### src/rtl/count_capture.sv
// count_capture: synchronises an event line, and on each rising edge stores the current count
// in a first-word-fall-through FIFO that drains over valid/ready. Sticky overflow marks dropped events.
// Optional per-drop saturating counter on port drop_cnt: define COUNT_CAPTURE_DROP_CNT_EN.
module count_capture #(
    parameter int WIDTH = 8,
    parameter int DEPTH = 4   // power of 2, >= 2
) (
    input  logic                       clk,
    input  logic                       rst_n,
    input  logic [WIDTH-1:0]           count,
    input  logic                       enable,
    input  logic                       event_in,
    output logic [WIDTH-1:0]           m_data,
    output logic                       m_valid,
    input  logic                       m_ready,
    output logic [$clog2(DEPTH):0]     level,
    output logic                       overflow,
`ifdef COUNT_CAPTURE_DROP_CNT_EN
    output logic [7:0]                 drop_cnt,
`endif
    input  logic                       ovf_clr
);

    localparam int AW = $clog2(DEPTH);
    localparam int PW = AW + 1;

    logic             s1, s2, s3;
    logic             evt_edge;
    logic [WIDTH-1:0] mem [DEPTH];
    logic [PW-1:0]    rd_ptr, wr_ptr;
    logic             empty, full, pop, push, drop;

    // s1/s2 form the synchroniser; s3 remembers the previous s2 for edge detection.
    always_ff @(posedge clk) begin
        if (!rst_n) begin
            s1 <= 1'b0;
            s2 <= 1'b0;
            s3 <= 1'b0;
        end else begin
            s1 <= event_in;
            s2 <= s1;
            s3 <= s2;
        end
    end

    assign evt_edge = s2 & ~s3;

    assign empty = (wr_ptr == rd_ptr);
    assign full  = (wr_ptr[AW] != rd_ptr[AW]) && (wr_ptr[AW-1:0] == rd_ptr[AW-1:0]);
    assign pop   = m_valid & m_ready;
    // A pop frees the slot in the same cycle, so a full FIFO still accepts the write.
    assign push  = evt_edge & enable & (~full | pop);
    assign drop  = evt_edge & enable & full & ~pop;

    always_ff @(posedge clk) begin
        if (!rst_n) begin
            wr_ptr <= '0;
            rd_ptr <= '0;
        end else begin
            if (push) wr_ptr <= wr_ptr + 1'b1;
            if (pop)  rd_ptr <= rd_ptr + 1'b1;
        end
    end

    // Storage is deliberately left unreset; contents are only observed while m_valid is high.
    always_ff @(posedge clk) begin
        if (push) mem[wr_ptr[AW-1:0]] <= count;
    end

    always_ff @(posedge clk) begin
        if (!rst_n)       overflow <= 1'b0;
        else if (drop)    overflow <= 1'b1;
        else if (ovf_clr) overflow <= 1'b0;
    end

`ifdef COUNT_CAPTURE_DROP_CNT_EN
    // Drop wins over clear; a drop coinciding with a clear restarts the count at 1.
    always_ff @(posedge clk) begin
        if (!rst_n) begin
            drop_cnt <= 8'd0;
        end else if (drop) begin
            if (ovf_clr)                 drop_cnt <= 8'd1;
            else if (drop_cnt != 8'hFF)  drop_cnt <= drop_cnt + 8'd1;
        end else if (ovf_clr) begin
            drop_cnt <= 8'd0;
        end
    end
`endif

    assign m_valid = ~empty;
    assign m_data  = mem[rd_ptr[AW-1:0]];
    assign level   = wr_ptr - rd_ptr;

endmodule

### config.mk
export PLATFORM = sky130hd
export DESIGN_NAME = count_capture
export DESIGN_NICKNAME = d
export VERILOG_FILES = /design/src/rtl/count_capture.sv
export SDC_FILE = /design/constraint.sdc
export NUM_CORES = 1
export LEC_CHECK = 0
export CORE_ASPECT_RATIO = 2
export CORE_MARGIN = 5
export CORE_UTILIZATION = 55
export CTS_CLUSTER_SIZE = 25
export DETAILED_ROUTE_END_ITERATION = 10
export PLACE_DENSITY = 0.81
export SLEW_MARGIN = 0
export SYNTH_ARGS = -nofsm -noshare
export SYNTH_HDL_FRONTEND = slang
export SYNTH_SLANG_ARGS = --single-unit
### constraint.sdc
create_clock -name clk -period 5.6 [get_ports clk]
set_input_delay 0.56 -clock clk [delete_from_list [all_inputs] [get_ports clk]]
set_output_delay 0.56 -clock clk [all_outputs]
set_load 0.02 [all_outputs]
==> run metrics <==
deepest clock path buffer count=2; Synth Net Count=133; Synth area leaders=edfxtp_1, dfxtp_1, mux4_2, ha_1, mux2i_1; vias in the first global route=1092; cell family with most CP delay=buffers and inverters; TNS Setup=0 ns; CP max FO=4; Post-CTS Setup Bufs=0; static leakage=0.746 nW; final HPWL from detailed placement=2190 um; pin count of the biggest net entering global routing=18; worst setup path class=reg2out; ant diodes=0; sequential fraction of design power=60.3%; RSZ-0062 raised after global routing=false; hold_buf cts=0; clock power share=30.8%; Starting Density=57.7%; share of Yosys cell area claimed by the top area cell type=52.2%; Synth cell types=29; synthesized cell area=1840 um2; core area=3190 um2; die height=91.8 um; status=complete, no violations; area delta synth->final=19.2%; VDD IR max=0.000260 V; layout cells sized above 1=12.8%; CP Launch Type=flop; Final Hold Fails=0; DRT antenna net count=0; Ports=27; CP arrival=2.15 ns; clock-pin slew on the worst setup and hold paths=0.07 ns; total grt overflow=0; Clock Latency Late Sink=0.28 ns; global-route wire length before repair=5010 um; H-tree Lvls=2; GR Util met2=24.9%; Slew Viols, Final=0; dominant synthesized flop cell=edfxtp_1; syn_area_per_cell=16.6 um2; Final Skew=0.00362 ns; NumNets Final=162; clk sinks=44; drt drc=0; initial antenna violation count=0; post-synthesis instance total=111; CTS Buf Count=5; Internal=0.469 mW; GR Util met3=3.90%; Avg Vias per Cell=5.62; minimum clock period=2.71 ns; largest area contributor in the netlist=edfxtp_1; Slew HR=50.1%; worst slew pin tran=0.747 ns; worst path bufs/invs=2; DR WL/cell=16.7 um; global route hottest layer=met2; switch share=20.7%; # resized after CTS=0; grt met1 use=14.3%; I/O Buffers=26; Die Footprint=4680 um2; sw power=0.122 mW; routed wire length=2870 um; root buf cell=clkbuf_8; All-Layer GR Usage=14.3%; post-synthesis sequential area ratio=65.2%; PwrDens=269 nW/um2; CTS tree=done; number of cell rows=29; CP peak stage delay=0.62 ns; DRT iter0 DRCs=2; via count=967; DIE WIDTH=50.9 um; 1st-pass router iterations=4; hold slack=0.443 ns; Max Cap Viol=0; Fmax=369 MHz; Finish-stage setup viols=0; EDFF count, synth=32; YS warnings=0; Final Cycle Share=48.3%; Worst setup EP type=primary output; crit path cell chain=inv_1 > ha_1 > fa_1 > xnor2_1 > clkdlybuf4s50_1; FF+latch count, synth=44; CP required=5.04 ns; HP Class=reg2reg; slowest CP cell=clkdlybuf4s50_1; GPL Wtd Cong=0.765; Async SR Flop Fraction=0%; Gate power share=8.9%
worst register-to-register path, stage by stage, from the launching register on:
cell     delay (ns)
dfxtp_1        0.39
inv_1          0.11
ha_1           0.37
and3b_1        0.24
a21oi_2        0.30
and2_1         0.45
kinds of logic (layout without fill, tap and decap cells):
kind of cell    after synthesis  after routing  synth area share (%)
flops                        44             44                  65.2
xor+xnor                      3              3                  1.83
mux                          14             14                  13.0
fa+ha+maj                     8              8                  5.84
compound gates                7              7                  4.01
simple gates                 23             23                  6.93
buf+inv                      12             42                  3.12
final timing paths:
kind	end	start	cells past startpoint	slack, ns
setup / recovery	level[2]	wr_ptr[0]$_SDFFE_PN0P_	5	2.89
hold / removal	s2$_SDFF_PN0_	s1$_SDFF_PN0_	1	0.44
setup reg to reg	mem[0][3]$_DFFE_PP_	wr_ptr[0]$_SDFFE_PN0P_	5	3.40
hold reg to reg	s2$_SDFF_PN0_	s1$_SDFF_PN0_	1	0.44
through the flow:
| step | cells | cell area (um2) | worst slack (ns) | util [%] | power [mW] |
|---|---|---|---|---|---|
| final | 172 | 2190 | 2.89 | 68.7 | 0.591 |
| after global routing | 172 | 2190 | 2.78 | 68.7 | 0.618 |
| after CTS | 172 | 2190 | 2.87 | 68.7 | 0.597 |
| after detailed placement | 164 | 2110 | 3.18 | 66.2 | 0.417 |
| after global placement | 164 | 2110 | 3.24 | 66.2 | 0.415 |
| after floorplan | 111 | 1840 | 3.64 | - | 0.392 |
Yosys cell counts, types with 2 or more instances:
master	instances
nand2b_1	2
mux2i_1	6
and2_1	6
dfxtp_1	12
ha_1	7
o211ai_1	2
inv_1	8
nand2_1	9
edfxtp_1	32
mux4_2	8
sequential cells by signal (all words and copies together) (netlist names), named ones only:
name,count
s1,1
s3,1
mem,32
overflow,1
wr_ptr,3
s2,1
rd_ptr,3
layer usage:
metal	share of wire (%)	up-vias
met2	57	27
met1	35	468
met4	3.0	0
li1	-	464
met5	0	-
met3	4.8	8
power groups by stage:
stage          Clock, mW  Sequential (mW)  Combinational (mW)
4_1_cts            0.188            0.356              0.0536
5_1_grt            0.203            0.357              0.0572
6_report           0.182            0.356              0.0527
3_3_place_gp           0            0.363              0.0519
2_1_floorplan          0            0.361              0.0311
3_5_place_dp           0            0.364              0.0533
area by class of cell:
type                       instances  area (um2)
timing repair buffer              26         260
tap                               31        38.8
clock inverter                     1        5.00
multi-input combinational         55         583
inverter                           8        30.0
fill                             223         998
sequential                        44        1200
clock buffer                       7        76.3
cell usage in the layout (no fill, tap or decap), types with 2 or more instances in the layout:
| cell | n |
|---|---|
| and2_1 | 6 |
| clkbuf_1 | 2 |
| clkbuf_8 | 5 |
| clkdlybuf4s50_1 | 26 |
| dfxtp_1 | 12 |
| edfxtp_1 | 32 |
| ha_1 | 7 |
| inv_1 | 8 |
| mux2i_1 | 6 |
| mux4_2 | 8 |
| nand2_1 | 9 |
| nand2b_1 | 2 |
| o211ai_1 | 2 |
Power figures use the tool's default switching activity.
